--- config.mk ---
export PLATFORM = sky130hd
export DESIGN_NAME = seq_controller_flat
export DESIGN_NICKNAME = d
export VERILOG_FILES = /design/src/rtl/seq_controller_pkg.sv /design/src/rtl/seq_controller_if.sv /design/src/rtl/seq_controller_onehot_dec.sv /design/src/rtl/seq_controller.sv /design/src/flat_wrapper.sv
export SDC_FILE = /design/constraint.sdc
export NUM_CORES = 1
export LEC_CHECK = 0
export CAP_MARGIN = 20
export CELL_PAD_IN_SITES_DETAIL_PLACEMENT = 0
export CELL_PAD_IN_SITES_GLOBAL_PLACEMENT = 1
export CORE_UTILIZATION = 20
export CTS_CLUSTER_DIAMETER = 200
export CTS_CLUSTER_SIZE = 10
export DETAILED_ROUTE_END_ITERATION = 8
export PLACE_DENSITY = 0.95
export SYNTH_ARGS = -nofsm -noshare
export SYNTH_HDL_FRONTEND = slang
export SYNTH_SLANG_ARGS = --single-unit
--- constraint.sdc ---
create_clock -name clk -period 2.51 [get_ports clk]
set_input_delay 0.251 -clock clk [delete_from_list [all_inputs] [get_ports clk]]
set_output_delay 0.251 -clock clk [all_outputs]
set_load 0.02 [all_outputs]
--- src/rtl/seq_controller_pkg.sv ---
// Shared types and constants for the multi-cycle sequencing controller:
// state encoding, opcode values and the special-slot indices of the one-hot vectors.
package seq_ctrl_pkg;

    typedef enum logic [2:0] {
        ST_IDLE   = 3'd0,
        ST_FETCH  = 3'd1,
        ST_T1     = 3'd2,
        ST_T2     = 3'd3,
        ST_T3     = 3'd4,
        ST_MEMW   = 3'd5,
        ST_HALTED = 3'd6
    } state_t;

    localparam logic [2:0] OP_LDI  = 3'd0;
    localparam logic [2:0] OP_MOV  = 3'd1;
    localparam logic [2:0] OP_ADD  = 3'd2;
    localparam logic [2:0] OP_SUB  = 3'd3;
    localparam logic [2:0] OP_LD   = 3'd4;
    localparam logic [2:0] OP_BEQZ = 3'd5;
    localparam logic [2:0] OP_JMP  = 3'd6;
    localparam logic [2:0] OP_HALT = 3'd7;

    // Write-enable vector: Ri at 0..NREG-1, then A, then G.
    function automatic int idx_a(input int nreg);
        return nreg;
    endfunction

    function automatic int idx_g(input int nreg);
        return nreg + 1;
    endfunction

    // Bus-driver vector: Ri at 0..NREG-1, then G, IMM, MEM.
    function automatic int idx_tri_g(input int nreg);
        return nreg;
    endfunction

    function automatic int idx_imm(input int nreg);
        return nreg + 1;
    endfunction

    function automatic int idx_mem(input int nreg);
        return nreg + 2;
    endfunction

endpackage

--- src/rtl/seq_controller_if.sv ---
// Bundle between the controller and the instruction register / datapath.
// The controller is the master: it consumes instruction and status, drives control.
interface seq_controller_if #(
  parameter int NREG = 8,
  parameter int IW   = 23
);
  logic            start;
  logic [IW-1:0]   code;
  logic            zero;
  logic            mem_ready;

  logic [NREG+1:0] r_en_oh;
  logic [NREG+2:0] tri_oh;
  logic            ir_ld;
  logic            inc_pc;
  logic            branch;
  logic            alu_op;
  logic            mem_req;
  logic            done;
  logic            halted;

  modport master (
    input  start, code, zero, mem_ready,
    output r_en_oh, tri_oh, ir_ld, inc_pc, branch, alu_op, mem_req, done, halted
  );

  modport slave (
    output start, code, zero, mem_ready,
    input  r_en_oh, tri_oh, ir_ld, inc_pc, branch, alu_op, mem_req, done, halted
  );
endinterface

--- src/rtl/seq_controller_onehot_dec.sv ---
// Binary index to one-hot decoder with a global enable; indices >= N decode to all zeros.
module onehot_dec #(
  parameter  int N = 10,
  localparam int W = (N > 1) ? $clog2(N) : 1
) (
  input  logic [W-1:0] i_idx,
  input  logic         i_en,
  output logic [N-1:0] o_oh
);

  generate
    for (genvar gi = 0; gi < N; gi++) begin : g_bit
      assign o_oh[gi] = i_en && (i_idx == W'(gi));
    end
  endgenerate

endmodule

--- src/rtl/seq_controller.sv ---
// Multi-cycle fetch/execute sequencer. The state register is the only storage;
// every output is decoded combinationally from state, code, zero and mem_ready.
module seq_controller
  import seq_ctrl_pkg::*;
#(
  parameter int NREG = 8,
  parameter int IW   = 23
) (
  input  logic             clk,
  input  logic             rst,
  seq_controller_if.master bus
);

  localparam int RSW = $clog2(NREG);
  localparam int RW  = $clog2(NREG + 2);
  localparam int TW  = $clog2(NREG + 3);

  localparam logic [RW-1:0] REN_A   = RW'(idx_a(NREG));
  localparam logic [RW-1:0] REN_G   = RW'(idx_g(NREG));
  localparam logic [TW-1:0] TRI_G   = TW'(idx_tri_g(NREG));
  localparam logic [TW-1:0] TRI_IMM = TW'(idx_imm(NREG));
  localparam logic [TW-1:0] TRI_MEM = TW'(idx_mem(NREG));

  state_t r_state;
  state_t w_state_next;

  logic [2:0]     w_op;
  logic [RSW-1:0] w_rx;
  logic [RSW-1:0] w_ry;
  logic           w_unused_imm;

  logic [RW-1:0]  w_ren_idx;
  logic           w_ren_en;
  logic [TW-1:0]  w_tri_idx;
  logic           w_tri_en;
  logic           w_ir_ld;
  logic           w_inc_pc;
  logic           w_branch;
  logic           w_alu_op;
  logic           w_mem_req;
  logic           w_done;
  logic           w_halted;

  logic [NREG+1:0] w_r_en_oh;
  logic [NREG+2:0] w_tri_oh;

  assign w_op = bus.code[IW-1 -: 3];
  assign w_rx = bus.code[IW-4 -: RSW];
  assign w_ry = bus.code[IW-4-RSW -: RSW];
  // The immediate is consumed by the datapath directly, not by the sequencer.
  assign w_unused_imm = ^bus.code[IW-4-2*RSW:0];

  always_ff @(posedge clk or negedge rst) begin
    if (!rst) begin
      r_state <= ST_IDLE;
    end else begin
      r_state <= w_state_next;
    end
  end

  always_comb begin
    w_state_next = r_state;
    w_ren_idx    = '0;
    w_ren_en     = 1'b0;
    w_tri_idx    = '0;
    w_tri_en     = 1'b0;
    w_ir_ld      = 1'b0;
    w_inc_pc     = 1'b0;
    w_branch     = 1'b0;
    w_alu_op     = 1'b0;
    w_mem_req    = 1'b0;
    w_done       = 1'b0;
    w_halted     = 1'b0;

    unique case (r_state)
      ST_IDLE: begin
        if (bus.start) begin
          w_state_next = ST_FETCH;
        end
      end

      ST_FETCH: begin
        w_ir_ld      = 1'b1;
        w_inc_pc     = 1'b1;
        w_state_next = ST_T1;
      end

      ST_T1: begin
        unique case (w_op)
          OP_LDI: begin
            w_tri_en     = 1'b1;
            w_tri_idx    = TRI_IMM;
            w_ren_en     = 1'b1;
            w_ren_idx    = RW'(w_rx);
            w_done       = 1'b1;
            w_state_next = ST_FETCH;
          end
          OP_MOV: begin
            w_tri_en     = 1'b1;
            w_tri_idx    = TW'(w_ry);
            w_ren_en     = 1'b1;
            w_ren_idx    = RW'(w_rx);
            w_done       = 1'b1;
            w_state_next = ST_FETCH;
          end
          OP_ADD, OP_SUB: begin
            w_tri_en     = 1'b1;
            w_tri_idx    = TW'(w_rx);
            w_ren_en     = 1'b1;
            w_ren_idx    = REN_A;
            w_state_next = ST_T2;
          end
          OP_LD: begin
            // mem_ready is deliberately not looked at until MEMW.
            w_mem_req    = 1'b1;
            w_state_next = ST_MEMW;
          end
          OP_BEQZ: begin
            w_branch     = bus.zero;
            w_done       = 1'b1;
            w_state_next = ST_FETCH;
          end
          OP_JMP: begin
            w_branch     = 1'b1;
            w_done       = 1'b1;
            w_state_next = ST_FETCH;
          end
          default: begin
            w_done       = 1'b1;
            w_state_next = ST_HALTED;
          end
        endcase
      end

      ST_T2: begin
        w_tri_en     = 1'b1;
        w_tri_idx    = TW'(w_ry);
        w_ren_en     = 1'b1;
        w_ren_idx    = REN_G;
        w_alu_op     = w_op[0];
        w_state_next = ST_T3;
      end

      ST_T3: begin
        w_tri_en     = 1'b1;
        w_tri_idx    = TRI_G;
        w_ren_en     = 1'b1;
        w_ren_idx    = RW'(w_rx);
        w_done       = 1'b1;
        w_state_next = ST_FETCH;
      end

      ST_MEMW: begin
        w_mem_req = 1'b1;
        if (bus.mem_ready) begin
          w_tri_en     = 1'b1;
          w_tri_idx    = TRI_MEM;
          w_ren_en     = 1'b1;
          w_ren_idx    = RW'(w_rx);
          w_done       = 1'b1;
          w_state_next = ST_FETCH;
        end
      end

      ST_HALTED: begin
        w_halted = 1'b1;
        if (bus.start) begin
          w_state_next = ST_FETCH;
        end
      end

      default: begin
        w_state_next = ST_IDLE;
      end
    endcase
  end

  onehot_dec #(.N(NREG + 2)) u_ren_dec (
    .i_idx (w_ren_idx),
    .i_en  (w_ren_en),
    .o_oh  (w_r_en_oh)
  );

  onehot_dec #(.N(NREG + 3)) u_tri_dec (
    .i_idx (w_tri_idx),
    .i_en  (w_tri_en),
    .o_oh  (w_tri_oh)
  );

  assign bus.r_en_oh = w_r_en_oh;
  assign bus.tri_oh  = w_tri_oh;
  assign bus.ir_ld   = w_ir_ld;
  assign bus.inc_pc  = w_inc_pc;
  assign bus.branch  = w_branch;
  assign bus.alu_op  = w_alu_op;
  assign bus.mem_req = w_mem_req;
  assign bus.done    = w_done;
  assign bus.halted  = w_halted;

endmodule
--- src/flat_wrapper.sv ---
// flat-port wrapper written by rule: the top's interface ports become plain ports
module seq_controller_flat import seq_ctrl_pkg::*;
#(
  parameter int NREG = 8,
  parameter int IW   = 23
)
  (clk, rst, bus_start, bus_code, bus_zero, bus_mem_ready, bus_r_en_oh, bus_tri_oh, bus_ir_ld, bus_inc_pc, bus_branch, bus_alu_op, bus_mem_req, bus_done, bus_halted);
  seq_controller_if #(.NREG(NREG), .IW(IW)) bus_i ();
  input  logic clk;
  input  logic rst;
  input wire logic [$bits(bus_i.start)-1:0] bus_start;
  input wire logic [$bits(bus_i.code)-1:0] bus_code;
  input wire logic [$bits(bus_i.zero)-1:0] bus_zero;
  input wire logic [$bits(bus_i.mem_ready)-1:0] bus_mem_ready;
  output wire logic [$bits(bus_i.r_en_oh)-1:0] bus_r_en_oh;
  output wire logic [$bits(bus_i.tri_oh)-1:0] bus_tri_oh;
  output wire logic [$bits(bus_i.ir_ld)-1:0] bus_ir_ld;
  output wire logic [$bits(bus_i.inc_pc)-1:0] bus_inc_pc;
  output wire logic [$bits(bus_i.branch)-1:0] bus_branch;
  output wire logic [$bits(bus_i.alu_op)-1:0] bus_alu_op;
  output wire logic [$bits(bus_i.mem_req)-1:0] bus_mem_req;
  output wire logic [$bits(bus_i.done)-1:0] bus_done;
  output wire logic [$bits(bus_i.halted)-1:0] bus_halted;
  assign bus_i.start = bus_start;
  assign bus_i.code = bus_code;
  assign bus_i.zero = bus_zero;
  assign bus_i.mem_ready = bus_mem_ready;
  assign bus_r_en_oh = bus_i.r_en_oh;
  assign bus_tri_oh = bus_i.tri_oh;
  assign bus_ir_ld = bus_i.ir_ld;
  assign bus_inc_pc = bus_i.inc_pc;
  assign bus_branch = bus_i.branch;
  assign bus_alu_op = bus_i.alu_op;
  assign bus_mem_req = bus_i.mem_req;
  assign bus_done = bus_i.done;
  assign bus_halted = bus_i.halted;
  seq_controller #(.NREG(NREG), .IW(IW)) u_core (.clk(clk), .rst(rst), .bus(bus_i));
endmodule
==> impl_results.md <==
- Die height: 56.6 um
- Initial antenna violation count: 0
- Via/cell ratio: 4.88
- Register-to-Register Path Depth: 4
- DRT antenna net count: 0
- Synth area leaders: dfrtp_1 (13%), nor3_1 (7.6%), nand2b_1 (7.4%)
- Pwr Density: 675 mW/mm2
- Primary FF master, synth: dfrtp_1
- Finished Core Util: 0.404
- Max rail drop VDD: 0.000294 V
- Drc violations: 0
- Tightest Pin Transition: 476 ps
- # setup viols final: 0
- Most flop-heavy register: u_core.r_state
- HPWL after DPL: 1640 um
- Yosys cell types: 31
- Required @ worst endpoint: 2260 ps
- Leak Pwr: 0.504 nW
- Post-Place Cells: 166
- Footprint of the multi-input gates: 487 um2
- Fin. max-slew vios: 0
- Postcts setup bufs: 0
- Final period util: 0.965
- Max-cap viol count: 0
- Rows: 19
- Pre-CTS WS: -193 ps
- Top cells by count, synth: nor2_1 (11), nor3_1 (9), nand2b_1 (7)
- Initial drt markers: 20
- F_max: 413 MHz
- Setup ws final: 87.7 ps
- Drt pass-1 iters: 4
- Largest net degree at the start of global routing: 13
- DR vias: 829
- Async set-or-reset flop fraction in the synthesized netlist: 1.00
- Post-synth EDFFs: 0
- Final worst path period need: 2420 ps
- Worst Setup Start Kind: input port
- Synthesized flop and latch total: 3
- Synthesized area: 596 um2
- Global-route wire length before repair: 3410 um
- Routability cong.: 0.798
- Register area share after synthesis: 0.126
- CTS Hold Bufs: 0
- Layout cells sized above 1: 0.180
- Ports: 56
- Diode count: 0
- Mapped Avg Cell Area: 6.77 um2
- Clock skew: 1.27 ps
- Slew headroom: 0.680
- Setup crit end kind: primary output
- PortBufs: 41
- Sequential cell area: 75.1 um2
- Die ar.: 0.00320 mm2
- Vias in the first global route: 818
- H-tree depth: 1
- Status: complete, no violations
- WL/cell: 11.9 um
- WS Path Type: in2out
- Fill count: 300
- Core Area: 0.00278 mm2
- Final Hold Viols: 0
- CTS tree: built
- Total GRT Usage: 0.132
- CP Max Fanout: 5
- Number of flip-flops in the largest register: 3
- Worst skew pair latency: 230 ps
- Worst-case clock buffer depth: 2
- Mapped Nets: 116
- Total global routing overflow: 0
- RSZ-0062 raised after global routing: no
- Final nets: 168
- CTS clk-pin slew, worst paths: 40 ps
- Non-Filler Instances: 170
- Top-count cell post-synth: nor2_1
- Clock sink total: 3
- Arrival @ worst endpoint: 2170 ps
- Yosys top cell by area: dfrtp_1
- Final wirelength: 2020 um
- Clock root buffer: clkbuf_4
- Largest regs: u_core.r_state x3
- Synth-to-Final Area Change: 88.4%
- Synth Instances: 88
- YS warnings: 0
- Die Wd: 56.6 um
- Initial Util: 0.214
- Num CTS Buffers: 3
- Top cell type's share of synthesized area: 0.126
- HP Class: in2async
[critical path, cell delays in order]
cell             delay, ps
clkdlybuf4s50_1        450
or4b_4                 590
o31ai_4                320
nor3b_2                210
dlygate4sd2_1          350
[path summary, 6_finish.rpt]
check	start	to	slack, ps
min reg2reg	u_core.r_state[0]$_DFFE_PN0P_	u_core.r_state[0]$_DFFE_PN0P_	620
min	rst	u_core.r_state[2]$_DFFE_PN0P_	200
max reg2reg	u_core.r_state[2]$_DFFE_PN0P_	u_core.r_state[2]$_DFFE_PN0P_	1000
max in group asynchronous	rst	u_core.r_state[1]$_DFFE_PN0P_	2160
max	bus_code[22]	bus_tri_oh[3]	90
min in group clk	u_core.r_state[0]$_DFFE_PN0P_	u_core.r_state[0]$_DFFE_PN0P_	620
[stage by stage]
stage / total power, mW / setup TNS (ps) / hold WS, ps / cell area (um2)
2_1_floorplan: 0.454 / 0 / -44.6 / 596
3_3_place_gp: 0.670 / -2140 / 444 / 1110
3_5_place_dp: 0.682 / -2500 / 448 / 1110
4_1_cts: 0.762 / 0 / 197 / 1120
5_1_grt: 0.816 / 0 / 210 / 1120
6_report: 0.758 / 0 / 201 / 1120
[per-layer routing]
layer,track usage,share of wire
met2,0.235,0.52
met3,0.00461,0.050
met5,0,0
met1,0.161,0.43
met4,0.0627,0
[logic make-up after synthesis]
group / count (synthesis) / share of synthesized area
AND/OR/NAND/NOR: 54 / 0.540
AO/OA/AOI/OAI: 22 / 0.263
buffers and inverters: 9 / 0.0714
flip-flops: 3 / 0.126
[timing repair]
item	in CTS	in global routing
endpoints found under the hold margin	0	0
endpoints found under the setup margin	16	5
gates resized for setup	17	5
[layout make-up]
class	count	share of cell area
clock buffers	4	0.0234
inverters	2	0.00669
multi-input cells	76	0.434
flip-flops and latches	3	0.0669
well taps	31	0.0346
repair buffers	54	0.435
[cells in the final DEF, fill, tap and decap left out, drive strengths merged, types with 5 or more instances in the layout]
cell type      count
o21ai              5
nand2b             7
clkdlybuf4s50     25
a21oi              6
dlygate4sd2       14
nand2              5
nor3               9
nor2b              5
buf               13
nor2              11
[where the power goes]
group	total [mW]	switching (mW)	internal, mW	leakage (nW)
combinational	0.590	0.320	0.269	0.451
sequential	0.0825	0.0127	0.0697	0.0380
clock	0.0856	0.0259	0.0596	0.0150
total	0.758	0.359	0.399	0.504
(Power assumes the default switching activity.)
